===== src/rtl/multicycle_controller.sv =====
// -----------------------------------------------------------------------------
// multicycle_controller
//
// Control unit for the multicycle ARM-subset core. Decodes the registered
// instruction word, steps each instruction through a Moore state machine,
// evaluates the condition field against an internal NZCV flags register and
// drives every enable / mux select of the datapath and memory.
//
// Build option:
//   CTRL_MUL_EN  defined   -> MUL (op 00, I=0, Instr[7:4]=1001) is executed,
//                             opMul=1 and ALUControl=100 for it.
//                undefined -> opMul tied 0, MUL encodings are unsupported.
//
// Ports:
//   clk, reset     clock; asynchronous active-high reset
//   Instr[31:0]    instruction register contents
//   ALUFlags[3:0]  {N,Z,C,V} from the ALU, captured only at EXECUTE->ALUWB
//   PCWrite        PC enable
//   MemWrite       memory write enable
//   RegWrite       register file write enable
//   IRWrite        instruction register enable
//   AdrSrc         memory address: 0 = PC, 1 = Result
//   RegSrc[1:0]    [0] R15 -> RA1, [1] Rd -> RA2
//   ALUSrcA        0 = A, 1 = PC
//   ALUSrcB[1:0]   0 = WriteData, 1 = ExtImm, 2 = constant 4
//   ResultSrc[1:0] 0 = ALUOut, 1 = Data, 2 = ALUResult
//   ImmSrc[1:0]    Instr[27:26]
//   ALUControl[2:0] 000 ADD, 001 SUB, 010 AND, 011 ORR, 100 MUL
//   opMul          current instruction is MUL (register field remap)
// -----------------------------------------------------------------------------
module multicycle_controller (
  input  logic        clk,
  input  logic        reset,
  input  logic [31:0] Instr,
  input  logic [3:0]  ALUFlags,
  output logic        PCWrite,
  output logic        MemWrite,
  output logic        RegWrite,
  output logic        IRWrite,
  output logic        AdrSrc,
  output logic [1:0]  RegSrc,
  output logic        ALUSrcA,
  output logic [1:0]  ALUSrcB,
  output logic [1:0]  ResultSrc,
  output logic [1:0]  ImmSrc,
  output logic [2:0]  ALUControl,
  output logic        opMul
);

  typedef enum logic [3:0] {
    S_FETCH,
    S_DECODE,
    S_MEMADR,
    S_MEMREAD,
    S_MEMWB,
    S_MEMWRITE,
    S_EXECUTER,
    S_EXECUTEI,
    S_ALUWB,
    S_BRANCH
  } state_t;

  localparam logic [2:0] ALU_ADD = 3'b000;
  localparam logic [2:0] ALU_SUB = 3'b001;
  localparam logic [2:0] ALU_AND = 3'b010;
  localparam logic [2:0] ALU_ORR = 3'b011;
  localparam logic [2:0] ALU_MUL = 3'b100;

  state_t     state_q, state_d;
  logic [3:0] flags_q, flags_d;
  logic       cond_ex_q, cond_ex_d;

  // ---------------------------------------------------------------------------
  // Instruction decode
  // ---------------------------------------------------------------------------
  logic [1:0] op;
  logic [3:0] cmd;
  logic       mul_pattern;
  logic       is_mul;
  logic       dp_ok;
  logic       is_cmp;
  logic       nz_only;
  logic [2:0] alu_op;
  logic       rd_is_pc;
  logic       unused_instr;

  assign op          = Instr[27:26];
  assign cmd         = Instr[24:21];
  assign rd_is_pc    = (Instr[15:12] == 4'hF);
  assign mul_pattern = (op == 2'b00) && !Instr[25] && (Instr[7:4] == 4'b1001);
  // Register/immediate operand fields are consumed by the datapath only.
  assign unused_instr = ^{Instr[19:16], Instr[11:8], Instr[3:0]};

`ifdef CTRL_MUL_EN
  assign is_mul = mul_pattern;
`else
  assign is_mul = 1'b0;
`endif

  always_comb begin
    dp_ok   = 1'b0;
    is_cmp  = 1'b0;
    nz_only = 1'b0;
    alu_op  = ALU_ADD;
    if (is_mul) begin
      dp_ok   = 1'b1;
      nz_only = 1'b1;
      alu_op  = ALU_MUL;
    end else if (!mul_pattern) begin
      // A MUL encoding without MUL support must not alias to AND.
      case (cmd)
        4'b0100: begin dp_ok = 1'b1; alu_op = ALU_ADD; end
        4'b0010: begin dp_ok = 1'b1; alu_op = ALU_SUB; end
        4'b0000: begin dp_ok = 1'b1; alu_op = ALU_AND; nz_only = 1'b1; end
        4'b1100: begin dp_ok = 1'b1; alu_op = ALU_ORR; nz_only = 1'b1; end
        4'b1010: begin dp_ok = 1'b1; alu_op = ALU_SUB; is_cmp = 1'b1; end
        default: ;
      endcase
    end
  end

  // ---------------------------------------------------------------------------
  // Condition evaluation against the registered flags (never ALUFlags)
  // ---------------------------------------------------------------------------
  logic flag_n, flag_z, flag_c, flag_v;
  logic cond_ex;

  assign {flag_n, flag_z, flag_c, flag_v} = flags_q;

  always_comb begin
    cond_ex = 1'b0;
    case (Instr[31:28])
      4'b0000: cond_ex = flag_z;
      4'b0001: cond_ex = !flag_z;
      4'b0010: cond_ex = flag_c;
      4'b0011: cond_ex = !flag_c;
      4'b0100: cond_ex = flag_n;
      4'b0101: cond_ex = !flag_n;
      4'b0110: cond_ex = flag_v;
      4'b0111: cond_ex = !flag_v;
      4'b1000: cond_ex = flag_c && !flag_z;
      4'b1001: cond_ex = !flag_c || flag_z;
      4'b1010: cond_ex = (flag_n == flag_v);
      4'b1011: cond_ex = (flag_n != flag_v);
      4'b1100: cond_ex = !flag_z && (flag_n == flag_v);
      4'b1101: cond_ex = flag_z || (flag_n != flag_v);
      4'b1110: cond_ex = 1'b1;
      default: cond_ex = 1'b0;
    endcase
  end

  // ---------------------------------------------------------------------------
  // State, flags and latched condition
  // ---------------------------------------------------------------------------
  always_ff @(posedge clk or posedge reset) begin
    if (reset) begin
      state_q   <= S_FETCH;
      flags_q   <= 4'b0000;
      cond_ex_q <= 1'b0;
    end else begin
      state_q   <= state_d;
      flags_q   <= flags_d;
      cond_ex_q <= cond_ex_d;
    end
  end

  assign cond_ex_d = (state_q == S_DECODE) ? cond_ex : cond_ex_q;

  // Flags are captured only on the EXECUTE->ALUWB edge; logical ops and MUL
  // keep the previous carry and overflow.
  always_comb begin
    flags_d = flags_q;
    if (((state_q == S_EXECUTER) || (state_q == S_EXECUTEI)) &&
        cond_ex_q && (Instr[20] || is_cmp)) begin
      if (nz_only) flags_d[3:2] = ALUFlags[3:2];
      else         flags_d      = ALUFlags;
    end
  end

  // ---------------------------------------------------------------------------
  // Next state and Moore outputs
  // ---------------------------------------------------------------------------
  always_comb begin
    state_d    = state_q;
    PCWrite    = 1'b0;
    MemWrite   = 1'b0;
    RegWrite   = 1'b0;
    IRWrite    = 1'b0;
    AdrSrc     = 1'b0;
    RegSrc     = 2'b00;
    ALUSrcA    = 1'b0;
    ALUSrcB    = 2'b00;
    ResultSrc  = 2'b00;
    ALUControl = ALU_ADD;

    case (state_q)
      S_FETCH: begin
        IRWrite   = 1'b1;
        PCWrite   = 1'b1;
        ALUSrcA   = 1'b1;
        ALUSrcB   = 2'd2;
        ResultSrc = 2'd2;
        state_d   = S_DECODE;
      end
      S_DECODE: begin
        ALUSrcA   = 1'b1;
        ALUSrcB   = 2'd2;
        ResultSrc = 2'd2;
        RegSrc    = {(op == 2'b01), (op == 2'b10)};
        case (op)
          2'b00:   state_d = !dp_ok ? S_FETCH : (Instr[25] ? S_EXECUTEI : S_EXECUTER);
          2'b01:   state_d = S_MEMADR;
          2'b10:   state_d = S_BRANCH;
          default: state_d = S_FETCH;
        endcase
      end
      S_MEMADR: begin
        ALUSrcB = 2'd1;
        state_d = Instr[20] ? S_MEMREAD : S_MEMWRITE;
      end
      S_MEMREAD: begin
        AdrSrc  = 1'b1;
        state_d = S_MEMWB;
      end
      S_MEMWB: begin
        ResultSrc = 2'd1;
        RegWrite  = cond_ex_q;
        PCWrite   = cond_ex_q && rd_is_pc;
        state_d   = S_FETCH;
      end
      S_MEMWRITE: begin
        AdrSrc   = 1'b1;
        MemWrite = cond_ex_q;
        state_d  = S_FETCH;
      end
      S_EXECUTER: begin
        ALUControl = alu_op;
        state_d    = S_ALUWB;
      end
      S_EXECUTEI: begin
        ALUSrcB    = 2'd1;
        ALUControl = alu_op;
        state_d    = S_ALUWB;
      end
      S_ALUWB: begin
        RegWrite = cond_ex_q && !is_cmp;
        PCWrite  = cond_ex_q && !is_cmp && rd_is_pc;
        state_d  = S_FETCH;
      end
      S_BRANCH: begin
        ALUSrcB   = 2'd1;
        ResultSrc = 2'd2;
        PCWrite   = cond_ex_q;
        state_d   = S_FETCH;
      end
      default: state_d = S_FETCH;
    endcase

    // Writes are blocked for as long as reset is held, even mid-cycle.
    if (reset) begin
      PCWrite  = 1'b0;
      MemWrite = 1'b0;
      RegWrite = 1'b0;
      IRWrite  = 1'b0;
    end
  end

  assign ImmSrc = op;
  assign opMul  = is_mul;

endmodule


===== config.mk =====
export PLATFORM = sky130hd
export DESIGN_NAME = multicycle_controller
export DESIGN_NICKNAME = d
export VERILOG_FILES = /design/src/rtl/multicycle_controller.sv
export SDC_FILE = /design/constraint.sdc
export NUM_CORES = 1
export LEC_CHECK = 0
export BUFFER_PORTS_ARGS = -buffer_cell sky130_fd_sc_hd__buf_4
export CAP_MARGIN = 25
export CORE_UTILIZATION = 44
export CTS_BUF_LIST = sky130_fd_sc_hd__clkbuf_4 sky130_fd_sc_hd__clkbuf_8
export DETAILED_ROUTE_END_ITERATION = 16
export PLACE_DENSITY = 0.84
export SYNTH_ARGS = -nofsm -noshare
export SYNTH_HDL_FRONTEND = slang
export SYNTH_SLANG_ARGS = --single-unit

===== constraint.sdc =====
create_clock -name clk -period 2.05 [get_ports clk]
set_input_delay 0.3075 -clock clk [delete_from_list [all_inputs] [get_ports clk]]
set_output_delay 0.3075 -clock clk [all_outputs]
set_load 0.02 [all_outputs]

Word level (Yosys, flattened, before mapping)
Index checks and enable logic that the tools add are counted.
Word-level totals
  register bits after elaboration: 9
  logic and storage cells: 98
  output and inout port bits: 18
Operators by class
  mux-type cells: 28
  equal/unequal tests: 33
  bitwise gates (word level): 1
  reductions and logical operators: 32
Operators with widths (number)
  $eq A4 B4 Y1 const B: 13
  $eq A4 B3 Y1 const B: 9
  $eq A4 B2 Y1 const B: 5
  $pmux W4 S5: 1
  $mux W1: 15
  $pmux W1 S15: 1
  $logic_not A4 Y1: 3
  $pmux W4 S3: 1
  $reduce_or A2 Y1: 5
  $logic_and A1 B1 Y1: 9
  $mux W3: 3
  $eq A4 B1 Y1 const B: 2
  $pmux W2 S2: 2
  $logic_not A1 Y1: 6
  $pmux W2 S3: 1
  $reduce_or A3 Y1: 2
  $reduce_or A5 Y1: 1
  $logic_or A1 B1 Y1: 4
  $mux W2: 2
  $pmux W1 S4: 1
  $eq A2 B1 Y1 const B: 1
  $eq A2 B2 Y1 const B: 1
  $logic_not A2 Y1: 1
  $pmux W1 S2: 1
  4 further kinds: 4

Depth between registers and ports, before layout
Gate-level depths: netlist of the first run.
  word-level depth: 9
  mapped depth: 7
  gate-level depth less buffers: 5

Worst setup path after synthesis of the first run
No wires, ideal clock.
  path kind: input to output
  start point: input port Instr[25]
  end point: output port RegWrite
  path slack: 0.134 ns
  data arrival time: 1.609 ns
  cell stages on the path: 4
  required time: 1.742 ns
  cells stage by stage: nor4b_2 -> a311oi_2 -> o21a_1 -> nor4_1
On the way
  word-level cells in the longest chain between the ends: 8
Ends and longest elaborated chain
  from (decl): RTL line 34  | input logic [31:0] Instr,
  $logic_not A1 Y1: RTL line 90  | assign mul_pattern = (op == 2'b00) && !Instr[25] && (Instr[7:4] == 4'b1001);
  $logic_and A1 B1 Y1 (2 in a row): RTL line 90
  $mux W1: RTL line 109  | end else if (!mul_pattern) begin
  $logic_not A1 Y1: RTL line 246  | RegWrite = cond_ex_q && !is_cmp;
  $logic_and A1 B1 Y1: RTL line 246
  $pmux W1 S2: RTL line 196  | case (state_q)
  $mux W1: RTL line 260  | if (reset) begin
  to (decl): RTL line 38  | output logic RegWrite,
Every way passes these cells.

Final worst setup path of the first run
  start point: register state_q[2]
  end point: output port RegSrc[1]
On the way
  word-level cells in the longest chain between the ends: 2
Ends and longest elaborated chain
  from (decl): RTL line 69  | state_t state_q, state_d;
  from (signal assigned): RTL line 161  | state_q <= state_d;
  $eq A4 B1 Y1: RTL line 196
  $mux W2: RTL line 196
  to (decl): RTL line 41  | output logic [1:0] RegSrc,
Every way passes these cells.

==> flow_metrics.env, run 1 <==
export IMPL_status="finished, final reports clean"
export IMPL_cpMostUsedCell="or2_2"
export IMPL_critPathSlowestCell="dfrtp_2"
export IMPL_gp_congestion=0.8073
export IMPL_crit_arrival_ns=1.64
export IMPL_ys_ff_latch=9
export IMPL_setup_viol=0
export IMPL_synth_largest_area_cell="dfrtp_1"
export IMPL_fin_crit_ns=1.945
export IMPL_portBuffers=41
export IMPL_syn_inst=115
export IMPL_ys_seq_area_frac=0.2476
export IMPL_slew_violations=0
export IMPL_yosysMostFrequentCell="nor3_1"
export IMPL_synthArstFlopShare=1.000
export IMPL_htree_num_levels=1
export IMPL_ys_flop_type="dfrtp_1"
export IMPL_track_usage=0.2206
export IMPL_cap_violations=0
export IMPL_syn_area_um2=909.6
export IMPL_cp_required_ns=1.74
export IMPL_wire_per_inst_um=12.65
export IMPL_placedCellCount=175
export IMPL_via_count=981
export IMPL_syn_area_per_cell_um2=7.910
export IMPL_fmax_ghz=0.5142
export IMPL_rows=16
export IMPL_antenna_found_initial=0
export IMPL_area_growth_pct=39.20
export IMPL_synth_top_area_frac=0.2476
export IMPL_synth_cell_types=42
export IMPL_start_kind="flop"
export IMPL_grt_pass1_vias=834
export IMPL_layout_cells_non_filler=182
export IMPL_ys_warn_count=0
export IMPL_path_cells="or2_2 > or2_2 > nor2_1 > buf_4"
export IMPL_cp_max_fo=6
export IMPL_cts_buffer_depth=2
export IMPL_die_h_um=47.47
export IMPL_clkTransAtPathRegs_ns=0.06
export IMPL_clockRootBuffer="clkbuf_4"
export IMPL_fin_nets=194
export IMPL_cts_buffers_inserted=3
export IMPL_worstSkewPairLatency_ns=0.27
export IMPL_die_width_um=47.47
export IMPL_drive_gt1_frac=0.4129
export IMPL_via_per_inst=5.390
export IMPL_final_antenna_net_count=0
export IMPL_cts_tree="yes"
export IMPL_timing_setup_tns_ns=0
export IMPL_grt_pass1_wl_mm=3.491
export IMPL_power_total_mw=1.305
export IMPL_hold_viol_final=0
export IMPL_yosys_top_cells_area="dfrtp_1 (25%), nor3_1 (5.5%), mux2i_1 (4.4%)"
export IMPL_fin_crit_sh=0.9487
export IMPL_grt_max_degree=13
export IMPL_hold_path_class="in2async"
export IMPL_pin_count=56
export IMPL_initial_core_util=0.4636
export IMPL_synth_edf_count=0
export IMPL_die_area_um2=2253
export IMPL_fill_cells=169
export IMPL_gr_total_overflow=0
export IMPL_coreArea_um2=1962
export IMPL_critPathCaptureType="output pin"
export IMPL_critical_path_max_stage_delay_ns=0.42
export IMPL_drt_iter0_drc=32
export IMPL_rsz0062_at_grt="no"
export IMPL_drtPass1Iterations=4
export IMPL_postCtsHoldBufs=0
export IMPL_drc=0
export IMPL_worst_ir_drop_vdd_v=0.0006471
export IMPL_leakage_nw=0.5929
export IMPL_hpwl_mm=1.800
export IMPL_critPathKind="reg2out"
export IMPL_cts_sinks=9
export IMPL_skew_ns=0.006498
export IMPL_wl_mm=2.303
export IMPL_powerDensity_nw_per_um2=1031
export IMPL_synthTopCellsByCount="nor3_1 (10), dfrtp_1 (9), nand2_1 (8)"
export IMPL_diodes=0
per-stage QoR:
stage               setup slack, ns  utilization  cell area [µm²]  hold slack [ns]
detailed placement           0.1802       0.6186             1214           0.3416
finish                       0.1051       0.6454             1266          0.05526
global placement             0.1850       0.6186             1214           0.3314
floorplan                    0.1338            -            913.4           0.1436
global route                0.03771       0.6454             1266          0.05275
CTS                         0.02827       0.6327             1241          0.05287
critical path: cells and delay by family, from the launching register on:
family / cells / cell delay (ns)
DFF: 1 / 0.42
and+or+nand+nor: 3 / 0.80
buffers and inverters: 1 / 0.14
routing by layer:
| metal | GRT usage | up-vias | wire, µm | part of all wire |
|---|---|---|---|---|
| met3 | 0.05660 | 2 | 139 | 0.060 |
| met2 | 0.3863 | 35 | 1145 | 0.50 |
| met1 | 0.2689 | 453 | 996 | 0.43 |
| met5 | 0 | - | 0 | 0 |
| met4 | 0.05714 | 0 | 21 | 0.0091 |
| li1 | - | 491 | - | - |
area by class of cell:
| type | count | area, µm² | area share |
|---|---|---|---|
| multi-input cells | 92 | 616.8 | 0.4872 |
| repair buffers | 46 | 345.3 | 0.2727 |
| flip-flops and latches | 9 | 227.7 | 0.1798 |
| well taps | 27 | 33.78 | 0.02668 |
| clock buffers | 3 | 22.52 | 0.01779 |
| inverters | 4 | 15.01 | 0.01186 |
| clock inverters | 1 | 5.005 | 0.003953 |
final timing paths:
path                        startpoint    endpoint  slack (ns)  cells after the start
hold / removal                   reset  flags_q[3]        0.06                      3
setup / recovery            state_q[2]   RegSrc[1]        0.11                      4
min in group clk           ALUFlags[0]  flags_q[0]        0.27                      2
setup reg to reg            state_q[3]  flags_q[1]        0.50                      4
max in group asynchronous        reset  state_q[2]        1.84                      3
hold reg to reg             flags_q[1]  flags_q[1]        0.57                      1
cells by family (layout without fill, tap and decap cells):
group,count (synthesis),in the layout,synth area share
simple gates,54,54,0.3412
other cells,1,2,0.004123
xor+xnor,4,4,0.03852
buf+inv,15,54,0.07841
flops,9,9,0.2476
mux,8,8,0.1018
compound gates,24,24,0.1885
cells in the final DEF (no fill, tap or decap), drive strengths merged, types with 2 or more instances in the layout:
cell,instances
a21oi,3
nand2b,5
nor4,3
nand3,2
nor2b,3
conb,2
o21ai,7
nand2,8
nand4,2
buf,46
mux2i,4
clkbuf,3
xnor2,2
inv,4
nor3b,4
or2,3
nor2,7
mux2,4
a31oi,3
xor2,2
nor3,10
dfrtp,9
sequential cells by signal, indices dropped and copies added, names as in the netlist:
register and cells:
cond_ex_q 1, flags_q 4, state_q 4
power breakdown:
group          internal (mW)  switching, mW  total (mW)
combinational          0.387          0.440       0.827
clock                 0.0720         0.0642       0.136
sequential             0.240          0.102       0.343
repair_timing:
action	4_1_cts	5_1_grt
gates resized for setup	0	2
setup buffers	0	3
setup endpoints to repair	0	3
Power figures use the tool's default switching activity.
==> run 2, diff against run 1 <==
--- a/config.mk
+++ b/config.mk
@@ -7,10 +7,9 @@
 export LEC_CHECK = 0
 export BUFFER_PORTS_ARGS = -buffer_cell sky130_fd_sc_hd__buf_4
 export CAP_MARGIN = 25
-export CORE_UTILIZATION = 44
-export CTS_BUF_LIST = sky130_fd_sc_hd__clkbuf_4 sky130_fd_sc_hd__clkbuf_8
+export CORE_UTILIZATION = 42
 export DETAILED_ROUTE_END_ITERATION = 16
-export PLACE_DENSITY = 0.84
+export PLACE_DENSITY = 0.81
 export SYNTH_ARGS = -nofsm -noshare
 export SYNTH_HDL_FRONTEND = slang
 export SYNTH_SLANG_ARGS = --single-unit
==> run 2 against run 1 <==
Combinational power decreased by 4.6%. First-iteration DRC count decreased by 38%. Setup slack got worse by 0.039 ns. Critical path depth unchanged. Die area increased by 4.6%. Power decreased by 1.8%. Sequential cell count unchanged. Critical path type unchanged. Fmax decreased by 2.0%.
==> flow_metrics.env, run 2 (same netlist as run 1, synthesis figures left out) <==
export IMPL_fmax_ghz=0.5041
export IMPL_die_width_um=48.54
export IMPL_antenna_found_initial=0
export IMPL_area_growth_pct=37.14
export IMPL_worstSkewPairLatency_ns=0.26
export IMPL_worst_ir_drop_vdd_v=0.0007589
export IMPL_drc=0
export IMPL_htree_num_levels=1
export IMPL_cts_buffer_depth=2
export IMPL_crit_arrival_ns=1.68
export IMPL_cap_violations=0
export IMPL_gr_total_overflow=0
export IMPL_path_cells="or2_2 > or2_2 > nor2_1 > buf_4"
export IMPL_drt_iter0_drc=20
export IMPL_crit_start="state_q[2]"
export IMPL_cts_setup_buffers=0
export IMPL_wire_per_inst_um=12.79
export IMPL_grt_max_degree=13
export IMPL_r2r_end="cond_ex_q"
export IMPL_crit_end="RegSrc[1]"
export IMPL_layout_common_cells="buf_4 (43), nor3_1 (10), nand2_1 (8), o21ai_0 (7)"
export IMPL_crit_cells=4
export IMPL_portBuffers=41
export IMPL_clkTransAtPathRegs_ns=0.06
export IMPL_diodes=0
export IMPL_status="finished, final reports clean"
export IMPL_coreArea_um2=2002
export IMPL_critPathCaptureType="output pin"
export IMPL_skew_ns=0.005749
export IMPL_gp_congestion=0.8115
export IMPL_cp_num_buf_inv=1
export IMPL_fin_nets=191
export IMPL_reg2reg_depth=4
export IMPL_placedCellCount=175
export IMPL_cp_max_fo=9
export IMPL_fin_crit_sh=0.9677
export IMPL_cts_buffers_inserted=3
export IMPL_critPathSlowestCell="dfrtp_2"
export IMPL_path_delay_family="simple AND/OR/NAND/NOR gates"
export IMPL_pin_count=56
export IMPL_final_common_cell="buf_4"
export IMPL_track_usage=0.2132
export IMPL_wl_mm=2.290
export IMPL_layout_cells_non_filler=179
export IMPL_slew_violations=0
export IMPL_clockRootBuffer="clkbuf_4"
export IMPL_leakage_nw=0.5759
export IMPL_drtPass1Iterations=4
export IMPL_initial_core_util=0.4544
export IMPL_hold_path_class="in2async"
export IMPL_powerDensity_nw_per_um2=1028
export IMPL_die_area_um2=2356
export IMPL_setup_viol=0
export IMPL_drive_gt1_frac=0.4145
export IMPL_start_kind="flop"
export IMPL_cts_sinks=9
export IMPL_critPathKind="reg2out"
export IMPL_die_h_um=48.54
export IMPL_whs_ns=0.05749
export IMPL_rows=16
export IMPL_via_count=957
export IMPL_worstReg2RegStart="state_q[2]"
export IMPL_critical_path_max_stage_delay_ns=0.46
export IMPL_via_per_inst=5.346
export IMPL_grt_pass1_wl_mm=4.029
export IMPL_reg_top3="flags_q x4, state_q x4, cond_ex_q x1"
export IMPL_cpMostUsedCell="or2_2"
export IMPL_hold_viol_final=0
export IMPL_postCtsHoldBufs=0
export IMPL_grt_pass1_vias=929
export IMPL_cts_tree="yes"
export IMPL_final_antenna_net_count=0
export IMPL_rrSetupSlack_ns=0.47
export IMPL_fin_crit_ns=1.984
export IMPL_cp_required_ns=1.74
export IMPL_hpwl_mm=1.884
run 2: final cells by class:
cell class | instances | area, µm²
clock buffers | 3 | 22.52
flip-flops and latches | 9 | 229.0
inverters | 4 | 15.01
multi-input cells | 92 | 619.3
repair buffers | 43 | 322.8
well taps | 27 | 33.78
clock inverters | 1 | 5.005
fillers | 175 | 754.5
run 2: layer usage:
layer	track usage	part of all wire	up-vias
met3	0.05031	0.046	2
met1	0.2603	0.42	439
met4	0.03431	0.0044	0
met5	0	0	-
li1	-	-	490
met2	0.3850	0.53	26
run 2: timing repair:
item	in CTS	in global routing
gates resized for setup	0	4
setup endpoints to repair	0	4
hold endpoints to repair	0	0
run 2: through the flow:
step	area, µm²	power (mW)	util	setup slack [ns]	setup TNS (ns)
2_1_floorplan	913.4	0.8551	-	0.1338	0
5_1_grt	1247	1.386	0.6231	-0.0008727	-0.0008727
3_5_place_dp	1214	1.136	0.6063	0.1887	0
6_report	1247	1.282	0.6231	0.06629	0
4_1_cts	1241	1.271	0.6200	0.05370	0
3_3_place_gp	1214	1.111	0.6063	0.1851	0
run 2: worst register-to-register path: cells and delay by family (launching register included):
kind             cells  cell delay (ns)
AND/OR/NAND/NOR      3             0.90
flip-flops           1             0.46
AO/OA/AOI/OAI        1             0.10
run 2: worst min path at each step:
stage	from	slack [ns]	end	depth (start not counted)
after floorplan	reset	0.14	cond_ex_q	1
after detailed placement	reset	0.33	state_q[2]	3
after global routing	reset	0.07	state_q[3]	3
after CTS	reset	0.05	state_q[3]	3
final	reset	0.06	state_q[3]	3
after global placement	reset	0.33	cond_ex_q	3
run 2: power breakdown:
part	total, mW	switching [mW]	internal, mW
logic	0.789	0.423	0.366
clock network	0.132	0.0601	0.0718
registers	0.362	0.119	0.243
==> run 3, diff against run 2 <==
--- a/config.mk
+++ b/config.mk
@@ -5,11 +5,13 @@
 export SDC_FILE = /design/constraint.sdc
 export NUM_CORES = 1
 export LEC_CHECK = 0
+export ABC_AREA = 1
 export BUFFER_PORTS_ARGS = -buffer_cell sky130_fd_sc_hd__buf_4
 export CAP_MARGIN = 25
-export CORE_UTILIZATION = 42
+export CORE_UTILIZATION = 44
 export DETAILED_ROUTE_END_ITERATION = 16
-export PLACE_DENSITY = 0.81
+export PLACE_DENSITY = 0.82
+export SETUP_SLACK_MARGIN = 0.05
 export SYNTH_ARGS = -nofsm -noshare
 export SYNTH_HDL_FRONTEND = slang
 export SYNTH_SLANG_ARGS = --single-unit
==> run 3 against run 2 <==
Area after synthesis up 8.9%. Via count is 21% higher. Non-clock buffer count decreased by 1. Worst hold slack worse by 0.019 ns. Fmax up 4.3%. Critical path type unchanged. Highest routed layer unchanged.
==> flow_metrics.env, run 3 <==
export IMPL_crit_arrival_ns=1.59
export IMPL_synth_edf_count=0
export IMPL_die_width_um=49.46
export IMPL_yosys_top_cells_area="dfrtp_1 (23%), nand2_1 (19%), inv_1 (9.5%)"
export IMPL_diodes=0
export IMPL_skew_ns=0.005549
export IMPL_ys_flop_type="dfrtp_1"
export IMPL_cts_buffer_depth=2
export IMPL_synth_cell_types=26
export IMPL_syn_inst=165
export IMPL_final_common_cell="nand2_1"
export IMPL_drt_iter0_drc=39
export IMPL_rsz0062_at_grt="yes"
export IMPL_antenna_found_initial=0
export IMPL_whs_ns=0.03840
export IMPL_layout_common_cells="nand2_1 (48), buf_4 (42), inv_1 (24), nor2_1 (22), nand3_1 (15)"
export IMPL_gp_congestion=0.9484
export IMPL_area_growth_pct=36.87
export IMPL_synth_top_area_frac=0.2273
export IMPL_synthArstFlopShare=1.000
export IMPL_die_area_um2=2446
export IMPL_clkTransAtPathRegs_ns=0.07
export IMPL_drc=0
export IMPL_initial_core_util=0.4853
export IMPL_syn_area_um2=991.0
export IMPL_grt_use_met1=0.2669
export IMPL_track_usage=0.2296
export IMPL_worstSkewPairLatency_ns=0.27
export IMPL_leakage_nw=0.7770
export IMPL_synthTopCellsByCount="nand2_1 (49), inv_1 (25), nor2_1 (23)"
export IMPL_gr_usage_met3=0.05864
export IMPL_cp_max_fo=5
export IMPL_hpwl_mm=2.258
export IMPL_synth_largest_area_cell="dfrtp_1"
export IMPL_critPathCaptureType="output pin"
export IMPL_wl_mm=2.703
export IMPL_powerDensity_nw_per_um2=1111
export IMPL_syn_area_per_cell_um2=6.006
export IMPL_grt_pass1_vias=1060
export IMPL_pin_count=56
export IMPL_wire_per_inst_um=11.50
export IMPL_setup_viol=0
export IMPL_cts_setup_buffers=0
export IMPL_cap_violations=0
export IMPL_htree_num_levels=1
export IMPL_reg_top3="flags_q x4, state_q x4, cond_ex_q x1"
export IMPL_grt_pass1_wl_mm=4.347
export IMPL_cp_required_ns=1.74
export IMPL_gr_total_overflow=0
export IMPL_cts_sinks=9
export IMPL_worst_ir_drop_vdd_v=0.001217
export IMPL_ys_ff_latch=9
export IMPL_ys_warn_count=0
export IMPL_fin_nets=247
export IMPL_fin_crit_sh=0.9273
export IMPL_rows=16
export IMPL_fin_crit_ns=1.901
export IMPL_hold_viol_final=0
export IMPL_ys_seq_area_frac=0.2273
export IMPL_yosysMostFrequentCell="nand2_1"
export IMPL_cts_buffers_inserted=3
export IMPL_grt_max_degree=11
export IMPL_hold_path_class="in2async"
export IMPL_die_h_um=49.46
export IMPL_fmax_ghz=0.5260
export IMPL_timing_setup_tns_ns=0
export IMPL_slew_violations=0
export IMPL_coreArea_um2=2042
export IMPL_portBuffers=41
export IMPL_cts_tree="yes"
export IMPL_final_antenna_net_count=0
export IMPL_via_per_inst=4.915
export IMPL_start_kind="flop"
export IMPL_drive_gt1_frac=0.3221
export IMPL_drtPass1Iterations=4
export IMPL_grt_busiest_layer="met2"
export IMPL_critPathKind="reg2out"
export IMPL_grt_util_met2=0.4201
export IMPL_status="finished, final reports clean"
export IMPL_via_count=1155
export IMPL_utilization=0.6642
export IMPL_clockRootBuffer="clkbuf_4"
run 3: cell types whose count changed in the layout (fill, tap and decap cells not counted), sizes merged, moves of 4 or more:
| cell | before | now |
|---|---|---|
| nor2 | 7 | 28 |
| inv | 4 | 28 |
| nand3 | 2 | 16 |
| nand2b | 5 | 0 |
| nand2 | 8 | 55 |
| nor3 | 10 | 5 |
| nor3b | 4 | 0 |
| mux2 | 4 | 0 |
| mux2i | 4 | 0 |
run 3: per-stage QoR:
stage	instance area [µm²]	cells	total power [mW]	worst slack (ns)
final	1356	235	1.507	0.1490
after global routing	1356	235	1.632	0.002225
after CTS	1340	235	1.473	0.08758
after detailed placement	1314	231	1.321	0.3927
after global placement	1314	231	1.284	0.4037
after floorplan	994.7	166	0.9630	0.3558
run 3: power by group:
group	switching [mW]	leakage (nW)	internal [mW]	total [mW]
clock	0.0722	0.0150	0.0754	0.148
sequential	0.0965	0.114	0.263	0.360
combinational	0.631	0.648	0.369	0.999
run 3: final timing paths:
kind                       startpoint  slack (ns)          to  cells after the start
max                        state_q[2]        0.15  ALUSrcB[0]                      6
min                             reset        0.04  state_q[1]                      3
max reg2reg                state_q[1]        0.72  state_q[1]                      5
min reg2reg                 cond_ex_q        0.52   cond_ex_q                      2
max in group asynchronous       reset        1.85  state_q[1]                      3
min in group clk            Instr[26]        0.27  state_q[3]                      2
run 3: routing by layer:
metal  routed length, µm  part of all wire  up-vias
met5                   0                 0        -
met4                  32             0.012        0
met3                 130             0.048        4
met2                1398              0.52       28
met1                1142              0.42      522
li1                    -                 -      601
run 3: logic make-up after synthesis:
kind of cell	synth area share
AOI/OAI and AO/OA	0.1061
buffers and inverters	0.1364
DFF	0.2273
other	0.003784
and+or+nand+nor	0.5265
run 3: cell type report:
class | count | area [µm²]
Tap cell | 27 | 33.78
Clock buffer | 4 | 26.28
Timing Repair Buffer | 42 | 315.3
Multi-Input combinational cell | 125 | 649.4
Inverter | 28 | 105.1
Sequential cell | 9 | 226.5
Fill cell | 203 | 685.7
run 3: critical path, cell delays in order, from the launching register on:
cell and delay [ns]:
dfrtp_1 0.42, nor2_1 0.21, inv_1 0.13, nor2_1 0.14, nand2_1 0.10, o311ai_0 0.12
buf_4 0.21
run 3: repair_timing:
item                                    CTS  global route
hold buffers                              0             0
endpoints found under the setup margin    0             3
endpoints found under the hold margin     0             0
gates resized for setup                   0             6
